**src/rtl/regfile_scrub.sv**
```systemverilog
// rtl/regfile_scrub.sv - LEGv8-style register file with XZR, write bypass and post-reset scrub
module regfile_scrub #(
    parameter int DATA_W    = 64,
    parameter int ADDR_W    = 5,
    parameter bit ZERO_EN   = 1'b1,
    parameter bit BYPASS_EN = 1'b1
) (
    input  logic              clk,
    input  logic              reset,
    input  logic [ADDR_W-1:0] readreg_one,
    input  logic [ADDR_W-1:0] readreg_two,
    output logic [DATA_W-1:0] readData1,
    output logic [DATA_W-1:0] readData2,
    input  logic              regWrite,
    input  logic [ADDR_W-1:0] writeReg,
    input  logic [DATA_W-1:0] writeData,
    input  logic              clear_req,
    output logic              ready,
    output logic              wr_dropped
);
    localparam int NREG = 2 ** ADDR_W;
    localparam logic [ADDR_W-1:0] LAST_IDX = ADDR_W'(NREG - 1);

    typedef enum logic {CLEAR = 1'b0, READY = 1'b1} state_t;

    state_t            state, state_nx;
    logic [ADDR_W-1:0] scrub_idx, scrub_idx_nx;
    logic [DATA_W-1:0] mem [NREG];
    logic              scrub_we;
    logic              wr_accept;
    logic              wr_blocked;

    assign ready      = (state == READY);
    assign scrub_we   = (state == CLEAR) && !clear_req;
    assign wr_accept  = ready && !clear_req && regWrite && !reset
                        && !(ZERO_EN && (writeReg == LAST_IDX));
    // A write during scrub or colliding with a clear request is reported as dropped.
    assign wr_blocked = regWrite && ((state == CLEAR) || clear_req);

    always_comb begin
        state_nx     = state;
        scrub_idx_nx = scrub_idx;
        case (state)
            CLEAR: begin
                if (clear_req) begin
                    scrub_idx_nx = '0;
                end else begin
                    scrub_idx_nx = scrub_idx + 1'b1;
                    if (scrub_idx == LAST_IDX) begin
                        state_nx = READY;
                    end
                end
            end
            READY: begin
                if (clear_req) begin
                    state_nx     = CLEAR;
                    scrub_idx_nx = '0;
                end
            end
            default: begin
                state_nx     = CLEAR;
                scrub_idx_nx = '0;
            end
        endcase
    end

    always_ff @(posedge clk) begin
        if (reset) begin
            state      <= CLEAR;
            scrub_idx  <= '0;
            wr_dropped <= 1'b0;
        end else begin
            state      <= state_nx;
            scrub_idx  <= scrub_idx_nx;
            wr_dropped <= wr_blocked;
        end
    end

    always_ff @(posedge clk) begin
        if (!reset) begin
            if (scrub_we) begin
                mem[scrub_idx] <= '0;
            end else if (wr_accept) begin
                mem[writeReg] <= writeData;
            end
        end
    end

    function automatic logic [DATA_W-1:0] read_port(input logic [ADDR_W-1:0] r);
        logic [DATA_W-1:0] d;
        d = '0;
        if (!ready) begin
            d = '0;
        end else if (ZERO_EN && (r == LAST_IDX)) begin
            d = '0;
        end else if (BYPASS_EN && wr_accept && (writeReg == r)) begin
            d = writeData;
        end else begin
            d = mem[r];
        end
        return d;
    endfunction

    always_comb begin
        readData1 = read_port(readreg_one);
        readData2 = read_port(readreg_two);
    end
endmodule

```
**config.mk**
```make
export PLATFORM = sky130hd
export DESIGN_NAME = regfile_scrub
export DESIGN_NICKNAME = d
export VERILOG_FILES = /design/src/rtl/regfile_scrub.sv
export SDC_FILE = /design/constraint.sdc
export NUM_CORES = 2
export LEC_CHECK = 0
export CAP_MARGIN = 20
export CORE_MARGIN = 3
export CORE_UTILIZATION = 25
export CTS_CLUSTER_DIAMETER = 60
export CTS_CLUSTER_SIZE = 12
export DETAILED_ROUTE_END_ITERATION = 16
export DONT_BUFFER_PORTS = 1
export SETUP_SLACK_MARGIN = 0.02
export SYNTH_ARGS = -nofsm -noshare
export SYNTH_HDL_FRONTEND = slang
export SYNTH_SLANG_ARGS = --single-unit
```
**constraint.sdc**
```tcl
create_clock -name clk -period 5.95 [get_ports clk]
set_clock_uncertainty 0.05 [all_clocks]
set_input_delay 0.8925 -clock clk [delete_from_list [all_inputs] [get_ports clk]]
set_output_delay 0.8925 -clock clk [all_outputs]
set_load 0.01 [all_outputs]
```
==> key figures <==
Power and ir drop
  – Sw Pwr: 5850 uW
  – Leak Pwr: roughly 0.027 uW
  – Clock power frac: 0.401
  – Peak VDD IR: approximately 0.19 mV
  – Sequential share of power: 0.558
  – P_int: 22,300 uW
  – Combinational Power Share: 0.041
  – Pwr Density: approximately 260 nW/um^2
  – Net Sw Frac: 0.208

STA
  – Pins Over Slew Limit: 231
  – Final critical-path share of the clock period: 0.946
  – Worst relative slew slack: -0.509
  – Minimum clock period: ~5.6 ns
  – Fin. Hold Viols: 0
  – RSZ-0062 raised after global routing: no
  – Max Clk Rate: 178 MHz
  – Worst-Margin Slew: 2.26 ns
  – Final setup vio count: 0
  – TNS Setup: 0 ns

Global routing
  – First-pass GRT wire length: 438,000 um
  – Total track usage: 0.154
  – GRT Residual Overflow: 0
  – Most crowded layer after global routing: met2
  – Initial antenna violation count: 21
  – Largest net degree at the start of global routing: approximately 640
  – M2 GR Usage: 0.268
  – Vias in the first global route: 55,525
  – Met1 Use GR: 0.186
  – Met3 Usage GRT: 0.0290

Synth
  – Top post-synthesis cells by area: edfxtp_1 (64%), mux4_2 (22%), mux2_2 (4.9%), mux2i_1 (1.5%), o22ai_1 (1.2%)
  – Warnings, synthesis: 0
  – Syn_nets: a little under 5,000
  – Sequential element share of the synthesized area: 0.637
  – Top-count cell post-synth: edfxtp_1
  – Synth Flop Type: edfxtp_1
  – Synth Cell Area: 96,700 um^2
  – Synth area leader: edfxtp_1
  – Avg Cell Area, Syn: 20.0 um^2
  – Number of flops mapped to enable cells by yosys: 2,048
  – Post-synth top cells: edfxtp_1 (2,048), mux4_2 (961), mux2_2 (425)
  – Synth unique cells: 52
  – Ys async rst share: 0
  – Cells after Synth: 4,835
  – #FFs+latches synth: 2,055
  – Post-synth top area share: 0.636

Drt
  – Total Wirelength: 316,000 um
  – 1st-pass router iterations: 5
  – WL/cell: 31.5 um
  – Drt drc: 0
  – Vias per Instance: 5.28
  – Detailed Route Iter0 Violations: between 5,000 and 6,000
  – Vias: roughly 53,000
  – Antenna viol nets, final: 0

Finish
  – Finished Layout Cells: 10,027
  – Synth-to-Final Area Change: 13.8%
  – Layout Nets: 4,911
  – Share of layout cells above drive strength 1: 0.381
  – Layout fillers: 37,211

Clocking
  – CTS tree: done
  – Clock buffer depth: 4
  – Total CTS buffers: 199
  – Clock transition at path regs: 0.06 ns
  – Clock sink total: 2,055
  – Htree depth: 4
  – Clk root buf: clkbuf_16
  – Clock latency on the worst-skew pair: a little over 0.8 ns

Die
  – Chip Height: 628 um
  – IO Count: 213
  – Core Area: 384,000 um^2
  – # rows: 227
  – Starting Density: 0.252
  – Die area: 394,000 um^2
  – Die span in x: 628 um

Status
  – Failing checks: slew limit
  – Outcome: finished with violations

Placement
  – Routability cong.: 0.792
  – Port buffer count: 0
  – Dpl hpwl: 165,000 um
  – Inst Count DP: 9,722

Worst setup path
  – Critical path arrival: 4.69 ns
  – Reg2Reg Setup Slack: 1.32 ns
  – CP Class: in -> out
  – WP data required: 5.01 ns
  – Worst setup SP type: primary input
  – Worst Path Max Fanout: about 160
  – CP Capture Type: output pin

Job
  – Max-cap violations: 0

Hold path
  – HP Class: in -> reg
-- final timing paths --
kind,startpoint,to,cells past startpoint
max reg2reg,ready,mem[24][35],7
max,readreg_two[1],readData2[58],8
min,reset,wr_dropped,1
min reg2reg,scrub_idx[0],scrub_idx[0],2
-- sequential cells by signal, indices dropped and copies added (netlist names) --
register and cells:
wr_dropped 1, ready 1, mem 2048, scrub_idx 5
-- routing by layer --
| metal | vias to the layer above | wire length, um | share of wire |
|---|---|---|---|
| met3 | 600 | 23600 | 0.075 |
| met5 | - | 60 | 0.00019 |
| met1 | 28993 | 118000 | 0.37 |
| met2 | 2484 | 161000 | 0.51 |
| met4 | 8 | 13700 | 0.043 |
| li1 | 20896 | - | - |
-- cell usage in the layout (no fill, tap or decap), types with 8 or more instances in the layout --
cell type	synthesis	layout
nand2_1	76	73
mux2i_1	146	146
nor2_4	0	32
nor3_1	63	62
edfxtp_1	2048	2048
nor2b_1	10	9
clkbuf_1	208	10
mux2_2	425	425
diode_2	0	27
nor2_1	103	71
buf_4	13	95
clkbuf_16	0	216
and2_1	66	65
o22ai_1	184	183
o21ai_0	9	9
a211o_1	60	60
mux4_2	961	961
buf_8	0	8
buf_12	0	49
a32o_1	61	61
a22oi_1	61	61
o31ai_1	61	59
buf_16	0	33
-- critical path, cell delays in order --
cell	delay, ns
buf_16	0.44
buf_16	0.64
buf_16	0.61
mux4_2	0.41
mux2_2	0.28
a21oi_1	0.16
o21ai_0	0.27
a32o_1	0.42
-- final cells by class --
type	count	area [um^2]	share of cell area
well taps	5152	6450	0.0586
diodes	27	67.6	0.000614
repair buffers	197	3020	0.0275
inverters	5	18.8	0.000171
clock buffers	214	5140	0.0467
clock inverters	9	95.1	0.000864
multi-input cells	2368	33600	0.305
flip-flops and latches	2055	61600	0.560
-- per-stage QoR --
step | utilization | hold WS [ns] | instance area [um^2] | power (uW) | worst slack, ns
6_report | 0.287 | 0.0829 | 110000 | 28200 | 0.319
5_1_grt | 0.287 | 0.0444 | 110000 | 29000 | 0.191
4_1_cts | 0.283 | 0.0176 | 109000 | 28100 | 0.697
3_5_place_dp | 0.269 | 0.539 | 103000 | 16800 | 1.14
3_3_place_gp | 0.269 | 0.514 | 103000 | 16800 | 1.29
2_1_floorplan | - | 0.478 | 96700 | 17000 | 0.419
-- power by group through the flow --
| stage | combinational (uW) | sequential [uW] | clock (uW) |
|---|---|---|---|
| after global placement | 807 | 16000 | 0 |
| after detailed placement | 808 | 16000 | 0 |
| final | 1150 | 15700 | 11300 |
| after global routing | 1190 | 15700 | 12100 |
| after floorplan | 993 | 16000 | 0 |
| after CTS | 811 | 15700 | 11500 |
-- repair_timing --
item                                   in CTS  in global routing
setup endpoints to repair                   0                 78
setup buffers                               0                  2
hold buffers                                0                  0
endpoints found under the hold margin       0                  0
gates resized for setup                     0                  1
-- cells by family after synthesis --
logic type / Yosys count / synth area share
mux: 1532 / 0.288
buf+inv: 414 / 0.0191
fa+ha+maj: 2 / 0.000259
xor+xnor: 13 / 0.00118
compound gates: 478 / 0.0371
simple gates: 341 / 0.0167
flops: 2055 / 0.637
Power figures use the tool's default switching activity.
